[config.mk]
export PLATFORM = sky130hd
export DESIGN_NAME = posit_to_int
export DESIGN_NICKNAME = d
export VERILOG_FILES = /design/src/rtl/posit_pkg.sv /design/src/rtl/posit_to_int_lod.sv /design/src/rtl/posit_to_int.sv
export SDC_FILE = /design/constraint.sdc
export NUM_CORES = 1
export LEC_CHECK = 0
export CAP_MARGIN = 20
export CORE_UTILIZATION = 56
export CTS_BUF_LIST = sky130_fd_sc_hd__clkbuf_4 sky130_fd_sc_hd__clkbuf_8 sky130_fd_sc_hd__clkbuf_16
export DETAILED_ROUTE_END_ITERATION = 10
export PLACE_DENSITY = 0.79
export SYNTH_ARGS = -nofsm -noshare
export SYNTH_HDL_FRONTEND = slang
export SYNTH_SLANG_ARGS = --single-unit
[constraint.sdc]
create_clock -name clk -period 5.9 [get_ports clk]
set_clock_uncertainty 0.2 [all_clocks]
set_input_delay 0.885 -clock clk [delete_from_list [all_inputs] [get_ports clk]]
set_output_delay 0.885 -clock clk [all_outputs]
set_load 0.005 [all_outputs]
[src/rtl/posit_pkg.sv]
// Shared constants and helpers for the posit datapath.
package posit_pkg;

  localparam int unsigned PositN  = 32;
  localparam int unsigned PositEs = 2;

  localparam logic [PositN-1:0] PositNar = 32'h8000_0000;
  localparam logic [PositN-1:0] IntMax   = 32'h7FFF_FFFF;
  localparam logic [PositN-1:0] IntMin   = 32'h8000_0000;

  // Signed width that holds k*2^es + e for every regime length.
  function automatic int unsigned scale_width(int unsigned n, int unsigned es);
    return $clog2(n) + es + 2;
  endfunction

endpackage

[src/rtl/posit_to_int_lod.sv]
// Leading-one detector: counts leading zeros of i_vec (W when the vector is all zero).
module posit_to_int_lod #(
  parameter int unsigned W   = 31,
  parameter int unsigned LzW = $clog2(W + 1)
) (
  input  logic [W-1:0]   i_vec,
  output logic [LzW-1:0] o_lz
);

  // Scan upward so the highest set bit wins.
  always_comb begin
    o_lz = LzW'(W);
    for (int unsigned i = 0; i < W; i++) begin
      if (i_vec[i]) o_lz = LzW'(W - 1 - i);
    end
  end

endmodule

[src/rtl/posit_to_int.sv]
// Three-stage posit to signed-integer converter, round-to-nearest-even with saturation.
module posit_to_int
  import posit_pkg::*;
#(
  parameter int unsigned N  = PositN,
  parameter int unsigned ES = PositEs
) (
  input  logic         clk,
  input  logic         rst,
  input  logic         in_valid,
  output logic         in_ready,
  input  logic [N-1:0] in_posit,
  output logic         out_valid,
  input  logic         out_ready,
  output logic [N-1:0] out_int,
  output logic         out_nar,
  output logic         out_ovf
);

  localparam int unsigned SW  = scale_width(N, ES);
  localparam int unsigned LzW = $clog2(N);
  localparam int unsigned BW  = N - 1;
  localparam int unsigned FW  = BW - ES;
  localparam int unsigned MW  = FW + 1;
  localparam int unsigned XW  = MW + N;

  localparam logic [N-1:0]          LIntMax = {1'b0, {(N-1){1'b1}}};
  localparam logic [N-1:0]          LIntMin = {1'b1, {(N-1){1'b0}}};
  localparam logic [N:0]            Half    = {2'b01, {(N-1){1'b0}}};
  localparam logic [BW-1:0]         BodyOne = {{(BW-1){1'b0}}, 1'b1};
  localparam logic [LzW:0]          ShOne   = {{LzW{1'b0}}, 1'b1};
  localparam logic [LzW-1:0]        SclOne  = {{(LzW-1){1'b0}}, 1'b1};
  localparam logic signed [SW-1:0]  ScOne   = {{(SW-1){1'b0}}, 1'b1};
  localparam logic signed [SW-1:0]  ScLo    = '1;
  localparam logic signed [SW-1:0]  ScHi    = SW'(N - 2);
  localparam logic signed [SW-1:0]  ScTop   = SW'(N - 1);

  logic w_adv;
  assign w_adv    = !out_valid | out_ready;
  assign in_ready = w_adv & !rst;

  // S1: sign, absolute body, regime run length
  logic          w_sign, w_r0;
  logic [BW-1:0] w_body, w_lod_in;
  logic [LzW-1:0] w_lz;

  assign w_sign   = in_posit[N-1];
  assign w_body   = w_sign ? (~in_posit[N-2:0] + BodyOne) : in_posit[N-2:0];
  assign w_r0     = w_body[BW-1];
  assign w_lod_in = w_r0 ? ~w_body : w_body;

  posit_to_int_lod #(
    .W   (BW),
    .LzW (LzW)
  ) u_lod (
    .i_vec (w_lod_in),
    .o_lz  (w_lz)
  );

  logic           r1_valid, r1_sign, r1_zero, r1_nar, r1_r0;
  logic [LzW-1:0] r1_lz;
  logic [BW-1:0]  r1_body;

  always_ff @(posedge clk) begin
    if (rst) begin
      r1_valid <= 1'b0;
      r1_sign  <= 1'b0;
      r1_zero  <= 1'b0;
      r1_nar   <= 1'b0;
      r1_r0    <= 1'b0;
      r1_lz    <= '0;
      r1_body  <= '0;
    end else if (w_adv) begin
      r1_valid <= in_valid;
      r1_sign  <= w_sign;
      r1_zero  <= (in_posit == '0);
      r1_nar   <= (in_posit == LIntMin);
      r1_r0    <= w_r0;
      r1_lz    <= w_lz;
      r1_body  <= w_body;
    end
  end

  // S2: scale and left-aligned mantissa
  logic [LzW:0]          w_shamt;
  logic [BW-1:0]         w_rem;
  logic [ES-1:0]         w_e;
  logic signed [SW-1:0]  w_lz_s, w_e_s, w_k, w_scale;

  assign w_shamt = {1'b0, r1_lz} + ShOne;
  assign w_rem   = r1_body << w_shamt;
  assign w_e     = w_rem[BW-1 -: ES];
  assign w_lz_s  = {{(SW-LzW){1'b0}}, r1_lz};
  assign w_e_s   = {{(SW-ES){1'b0}}, w_e};
  assign w_k     = r1_r0 ? (w_lz_s - ScOne) : (-w_lz_s);
  assign w_scale = (w_k <<< ES) + w_e_s;

  logic                 r2_valid, r2_sign, r2_zero, r2_nar;
  logic signed [SW-1:0] r2_scale;
  logic [MW-1:0]        r2_mant;

  always_ff @(posedge clk) begin
    if (rst) begin
      r2_valid <= 1'b0;
      r2_sign  <= 1'b0;
      r2_zero  <= 1'b0;
      r2_nar   <= 1'b0;
      r2_scale <= '0;
      r2_mant  <= '0;
    end else if (w_adv) begin
      r2_valid <= r1_valid;
      r2_sign  <= r1_sign;
      r2_zero  <= r1_zero;
      r2_nar   <= r1_nar;
      r2_scale <= w_scale;
      r2_mant  <= {1'b1, w_rem[FW-1:0]};
    end
  end

  // S3: round, saturate, negate. Shifting by scale+1 keeps scale=-1 on the same path.
  logic           w_in_range, w_big, w_exact, w_guard, w_lsb, w_sticky, w_inc;
  logic [LzW-1:0] w_sh;
  logic [XW-1:0]  w_x;
  logic [N:0]     w_mag;
  logic [N-1:0]   w_int;
  logic           w_nar, w_ovf;

  assign w_in_range = (r2_scale >= ScLo) && (r2_scale <= ScHi);
  assign w_big      = r2_scale > ScHi;
  assign w_exact    = (r2_scale == ScTop) && (r2_mant[FW-1:0] == '0);
  assign w_sh       = r2_scale[LzW-1:0] + SclOne;
  assign w_x        = {{N{1'b0}}, r2_mant} << w_sh;
  assign w_guard    = w_x[FW];
  assign w_lsb      = w_x[FW+1];
  assign w_sticky   = |w_x[FW-1:0];
  assign w_inc      = w_guard & (w_sticky | w_lsb);
  assign w_mag      = w_in_range ? ({1'b0, w_x[XW-1:FW+1]} + {{N{1'b0}}, w_inc}) : '0;

  always_comb begin
    w_int = '0;
    w_nar = 1'b0;
    w_ovf = 1'b0;
    if (r2_nar) begin
      w_int = LIntMin;
      w_nar = 1'b1;
    end else if (r2_zero) begin
      w_int = '0;
    end else if (!r2_sign) begin
      if (w_big || (w_mag >= Half)) begin
        w_int = LIntMax;
        w_ovf = 1'b1;
      end else begin
        w_int = w_mag[N-1:0];
      end
    end else begin
      if ((w_big && !w_exact) || (w_mag > Half)) begin
        w_int = LIntMin;
        w_ovf = 1'b1;
      end else if (w_big || (w_mag == Half)) begin
        w_int = LIntMin;
      end else begin
        w_int = -w_mag[N-1:0];
      end
    end
  end

  always_ff @(posedge clk) begin
    if (rst) begin
      out_valid <= 1'b0;
      out_int   <= '0;
      out_nar   <= 1'b0;
      out_ovf   <= 1'b0;
    end else if (w_adv) begin
      out_valid <= r2_valid;
      out_int   <= w_int;
      out_nar   <= w_nar;
      out_ovf   <= w_ovf;
    end
  end

endmodule
After elaboration in Yosys (flattened, before gate mapping)
Index checks and enable logic that the tools add are counted.
{"block": "word_totals", "romBits": 0, "input_bits": 36, "latchBits": 0, "reg_bits": 119, "wordCells": 100, "out_inout_bits": 36, "ram_bits": 0, "memories": 0}
{"block": "classes", "n_bitwise": 6, "magnitude_cmp": 5, "add_sub_neg": 8, "n_shift": 2, "n_eq_ne": 3, "n_reduce_logical": 12, "n_div": 0, "mux": 47, "multipliers": 0}
{"op": "$mux W32", "count": 6}
{"op": "$mux W5", "count": 16}
{"op": "$mux W31", "count": 2}
{"op": "$not A31 Y31", "count": 2}
{"op": "$shl A30 B5 Y62", "count": 1}
{"op": "$add A32 B1 Y33", "count": 1}
{"op": "$eq A33 B32 Y1 const B", "count": 1}
{"op": "$ge A33 B32 Y1 const B", "count": 1}
{"op": "$gt A33 B32 Y1 const B", "count": 1}
{"op": "$mux W33", "count": 1}
{"op": "$eq A32 B32 Y1 const B", "count": 1}
{"op": "$logic_not A32 Y1", "count": 1}
{"op": "$mux W4", "count": 8}
{"op": "$neg A32 Y32", "count": 1}
{"op": "$add A31 B1 Y31 const B", "count": 1}
{"op": "$shl A31 B6 Y31", "count": 1}
{"op": "$logic_not A29 Y1", "count": 1}
{"op": "$reduce_or A29 Y1", "count": 1}
{"op": "$mux W3", "count": 4}
{"op": "$add A9 B3 Y9", "count": 1}
{"op": "$eq A9 B6 Y1 const B", "count": 1}
{"op": "$ge A9 B1 Y1 const B", "count": 1}
{"op": "$gt A9 B6 Y1 const B", "count": 1}
{"op": "$le A9 B6 Y1 const B", "count": 1}
{"op": "other kinds (12)", "count": 27}

Depth between registers and ports, before layout
{"block": "logic_depth", "word_depth": 36, "ltp_mapped": 25, "depth_no_buf": 18}

Modules after synthesis
From an unflattened synthesis, not the netlist that was laid out.
{"block": "unflattened", "cells_unflattened": 1505, "hier_area_um2": 11692.5}
{"module": "posit_to_int", "instances": 1, "area_each_um2": 11348.4, "seq_area_each_um2": 2362.3, "cells_per_inst": 1444}
{"module": "posit_to_int_lod", "instances": 1, "area_each_um2": 344.1, "seq_area_each_um2": 0.0, "cells_per_inst": 61}

Least setup slack after synthesis
No wires, ideal clock.
{"block": "synth_path", "path_type": "register to register", "from": "register r2_scale[0]", "to": "register out_int[30]", "period_less_slack_ps": 5728, "setup_ps": 80, "n_path_buf": 5, "arrival_time_ps": 5448, "setup_slack_ps": 172, "path_stages_with_launch": 24, "required_ps": 5620, "cell_sequence": "dfxtp_1 > buf_2 > inv_2 > clkbuf_1 > ha_1 > buf_6 > buf_6 > buf_8 > mux2_4 > mux4_2 > mux2_2 > nor4_1 > o211ai_1 > nor4_1 > a311oi_1 > nand2_1 > ha_1 > o211ai_1 > or4b_4 > nand3b_4 > nor3b_4 > nand3_2 > mux2_4 > a211oi_2"}
{"block": "synth_via", "elab_chain_len": 14, "word_cells_on_any_way": 28, "cone_classes": "add/sub: 3; order compare: 5; eq/ne: 2; shift: 1; mux: 7; bitwise: 2; reduce/logical: 8"}
{"item": "start, declared", "line": "posit_to_int.sv:99", "text": "logic signed [SW-1:0] r2_scale;"}
{"item": "start signal, assigned", "line": "posit_to_int.sv:115", "text": "r2_scale <= w_scale;"}
{"item": "parallel branches: the longest is 11 deep, another holds $add A32 B1 Y33"}
{"item": "$mux W32 *", "line": "posit_to_int.sv:148", "text": "end else if (!r2_sign) begin"}
{"item": "$mux W32 *", "line": "posit_to_int.sv:146", "text": "end else if (r2_zero) begin"}
{"item": "$mux W32 *", "line": "posit_to_int.sv:143", "text": "if (r2_nar) begin"}
{"item": "end signal, assigned", "line": "posit_to_int.sv:175", "text": "out_int <= w_int;"}
{"item": "end, declared", "line": "posit_to_int.sv:15", "text": "output logic [N-1:0] out_int,"}
Every way passes the cells marked *.
A chain may end at the register's enable or synchronous reset.

Worst setup path after layout
{"block": "layout_path", "from": "register r2_scale[1]", "to": "register out_int[30]"}
Same word-level chain as after synthesis.

==> run_results.csv <==
group,metric,value,unit
status,status,"complete, no violations",
final_layout,nets,1580,
synth,syn-cell-area,0.0114,mm^2
global_route,grt_pass1_wl,55400,um
sta,final.period_utilization,0.964,
power,p_total,4.81,mW
detailed_routing,drt_iter0_drc,1502,
critical_path,r2r_start,"r2_scale[1]$_SDFFE_PP0N_",
floorplanning,ios,72,
clocking,clock-root-buffer,"clkbuf_16",
global_route,grt_start_max_net_pins,90,
synth,synth_cells,1505,
floorplanning,start_util,0.580,
place,gp_congestion,0.994,
floorplanning,die_h,145,um
detailed_routing,viasPerCell,6.63,
clocking,cts-buffers-inserted,17,
synth,synth_nets,1549,
detailed_routing,drc,0,
place,place_area,0.0123,mm^2
clocking,cts.sinks,118,
synth,synth-async-reset-ratio,0,
critical_path,worst_setup_path_end_kind,"register",
final_layout,area_delta_synth_final,14.8,%
synth,synth_cell_types,91,
critical_path,r2r_end,"out_int[30]$_SDFFE_PP0N_",
synth,synth.avg_cell_area,7.60,um^2
global_route,grt_usage,0.320,
sta,final-max-slew-violation-count,0,
sta,tightest_slew,0.900,ns
critical_path,cp.arrival,5.82,ns
detailed_routing,vias,12000,
hold_path,whs_endpoint,"r2_valid$_SDFFE_PP0N_",
floorplanning,num_rows,51,
run,drv_cap,0,
sta,finalHoldViolations,0,
detailed_routing,wl_per_cell,19.0,um
synth,synth-edff-count,0,
sta,max_freq,176,MHz
critical_path,start_kind,"register",
critical_path,regToRegSetupSlack,0.21,ns
critical_path,r2r_cells,16,
final_layout,antenna_cells,0,
final_layout,utilization,0.666,
final_layout,drive_gt1_frac,0.136,
critical_path,cp.required,6.03,ns
synth,synth-main-ff-cell,"dfxtp_1",
global_route,antenna_found_initial,0,
power,p_leak,4.96,nW
synth,ys_warn_count,0,
global_route,grt.overflow.total,0,
place,hpwl,24800,um
global_route,grt_pass1_vias,10500,
floorplanning,dieArea,0.0210,mm^2
place,io_buffers,71,
clocking,clkTransAtPathRegs,0.05,ns
sta,period_needed,5.69,ns
clocking,clock_path_buffers,2,
clocking,cts_tree,"done",
detailed_routing,postRouteAntennaNets,0,
hold_path,hold_depth,2,
clocking,worst_skew_pair.late_latency,0.41,ns
final_layout,fill_cells,1635,
synth,synth-seq-cells,118,
hold_path,hold_class,"register to register",
floorplanning,fp.dieW,145,um
sta,hold_slack,0.251,ns
power,ir_drop,258,uV
critical_path,path_class,"register to register",
detailed_routing,routed_wl,34500,um
synth,ys_seq_area_frac,0.207,
power,power_density,367,mW/mm^2
hold_path,hp-start,"r2_valid$_SDFFE_PP0N_",
final_layout,seq_area,0.00236,mm^2
critical_path,crit_fanout,9,
clocking,h-tree-depth,4,
final_layout,final_area,0.0131,mm^2
floorplanning,core,0.0197,mm^2
detailed_routing,dr.pass1.iters,6,
final_layout,multiInputGateArea,0.00863,mm^2
sta,relSlewSlack,0.400,
sta,finalSetupViolations,0,
## kinds of logic after synthesis
family                     Yosys count  synth area share
AOI/OAI and AO/OA                  386             0.225
xor gates and xnor gates            82            0.0651
adders and majority gates            8           0.00875
buffers and inverters              126            0.0518
DFF                                118             0.207
muxes                              145             0.180
and+or+nand+nor                    640             0.263
## critical path: stages, from the launching register on
cell	delay [ns]
dfxtp_1	0.53
ha_1	0.34
xor2_4	0.19
buf_12	0.15
buf_4	0.19
mux4_1	0.66
or3_1	0.34
o31a_1	0.15
o21ai_2	0.26
nand3_1	0.29
nor4_1	0.51
mux2i_2	0.44
and3_1	0.25
nor4bb_1	0.44
nand3_2	0.14
mux2_4	0.32
a211oi_2	0.21
## sequential cells by signal, summed over array words and instances (netlist names), 5 cells and up
name,cells
out_int,32
r1_body,30
r1_lz,5
r2_mant,30
r2_scale,9
## cell usage after synthesis (4+ instances only)
master / number / area, um^2
a2111oi_0: 6 / 52.6
a211oi_1: 49 / 368
a21o_1: 5 / 37.5
a21oi_1: 122 / 611
a221oi_1: 11 / 96.3
a22oi_1: 30 / 225
a31oi_1: 12 / 75.1
a32oi_1: 7 / 61.3
and2_1: 8 / 50.1
and3_1: 23 / 144
buf_1: 4 / 15.0
buf_2: 18 / 90.1
buf_4: 4 / 30.0
buf_6: 5 / 56.3
buf_8: 4 / 60.1
clkbuf_1: 78 / 293
dfxtp_1: 118 / 2360
ha_1: 8 / 100
inv_1: 11 / 41.3
mux2_2: 26 / 293
mux2i_1: 71 / 711
mux4_2: 42 / 946
nand2_1: 215 / 807
nand2b_1: 7 / 43.8
nand3_1: 45 / 225
nand3b_1: 5 / 37.5
nand4_1: 15 / 93.8
nor2_1: 175 / 657
nor2b_1: 12 / 75.1
nor3_1: 51 / 255
nor4_1: 26 / 163
o211ai_1: 13 / 97.6
o21ai_0: 56 / 280
o22ai_1: 4 / 25.0
o31a_1: 5 / 43.8
o31ai_1: 18 / 135
o41ai_1: 5 / 43.8
or2_2: 13 / 81.3
or3_1: 16 / 100
or4_1: 10 / 75.1
xnor2_1: 39 / 342
xor2_1: 41 / 359
## cells in the final DEF (no fill, tap or decap), types with 15 or more instances in the layout
cell type,netlist,final
nand2_1,215,215
nor2_1,175,175
a21oi_1,122,122
dfxtp_1,118,117
mux2i_1,71,70
clkdlybuf4s50_1,0,70
o21ai_0,56,54
buf_4,4,53
nor3_1,51,50
a211oi_1,49,49
nand3_1,45,45
mux4_2,42,42
xor2_1,41,38
xnor2_1,39,37
a22oi_1,30,30
mux2_2,26,26
nor4_1,26,25
and3_1,23,23
o31ai_1,18,18
clkbuf_16,0,17
or3_1,16,16
nand4_1,15,15
## worst max path at each step
| stage | startpoint | end | slack [ns] | cells after the start |
|---|---|---|---|---|
| final | r2_scale[1]$_SDFFE_PP0N_ | out_int[30]$_SDFFE_PP0N_ | 0.21 | 16 |
| after global routing | r2_scale[1]$_SDFFE_PP0N_ | out_int[31]$_SDFFE_PP0N_ | -0.03 | 18 |
| after CTS | r2_scale[1]$_SDFFE_PP0N_ | out_int[31]$_SDFFE_PP0N_ | 0.03 | 19 |
| after detailed placement | r2_scale[1]$_SDFFE_PP0N_ | out_int[29]$_SDFFE_PP0N_ | 0.06 | 19 |
| after global placement | r2_scale[1]$_SDFFE_PP0N_ | out_int[30]$_SDFFE_PP0N_ | 0.20 | 14 |
| after floorplan | r2_scale[0]$_SDFFE_PP0N_ | out_int[30]$_SDFFE_PP0N_ | 0.17 | 23 |
## routing by layer
| metal | GRT usage | vias to the layer above | part of all wire |
|---|---|---|---|
| met5 | 0 | - | 0 |
| met4 | 0.0883 | 0 | 0.020 |
| met3 | 0.0601 | 79 | 0.099 |
| met2 | 0.474 | 734 | 0.44 |
| met1 | 0.469 | 5553 | 0.44 |
| li1 | - | 5668 | - |
## cell type report
cell class              count  area share
well taps                 265      0.0253
clock buffers              23      0.0358
clock inverters             9      0.0115
repair buffers            125      0.0867
flip-flops and latches    118       0.180
inverters                  13     0.00372
multi-input cells        1261       0.657
## metrics by stage
stage | worst slack, ns | setup TNS (ns) | cells
detailed placement | 0.0585 | 0 | 1769
global route | -0.0252 | -0.0604 | 1814
global placement | 0.203 | 0 | 1769
finish | 0.211 | 0 | 1814
CTS | 0.0268 | 0 | 1801
floorplan | 0.172 | 0 | 1505
## repair_timing
item / 4_1_cts / 5_1_grt
hold buffers: 0 / 0
gates resized for setup: 0 / 13
setup buffers: 0 / 13
setup endpoints to repair: 0 / 12
## power by group
part,switching (mW),internal [mW]
sequential,0.167,0.925
clock,0.363,0.732
combinational,1.47,1.15
total,2.00,2.81
No activity file was read; power rests on OpenSTA's default activity.
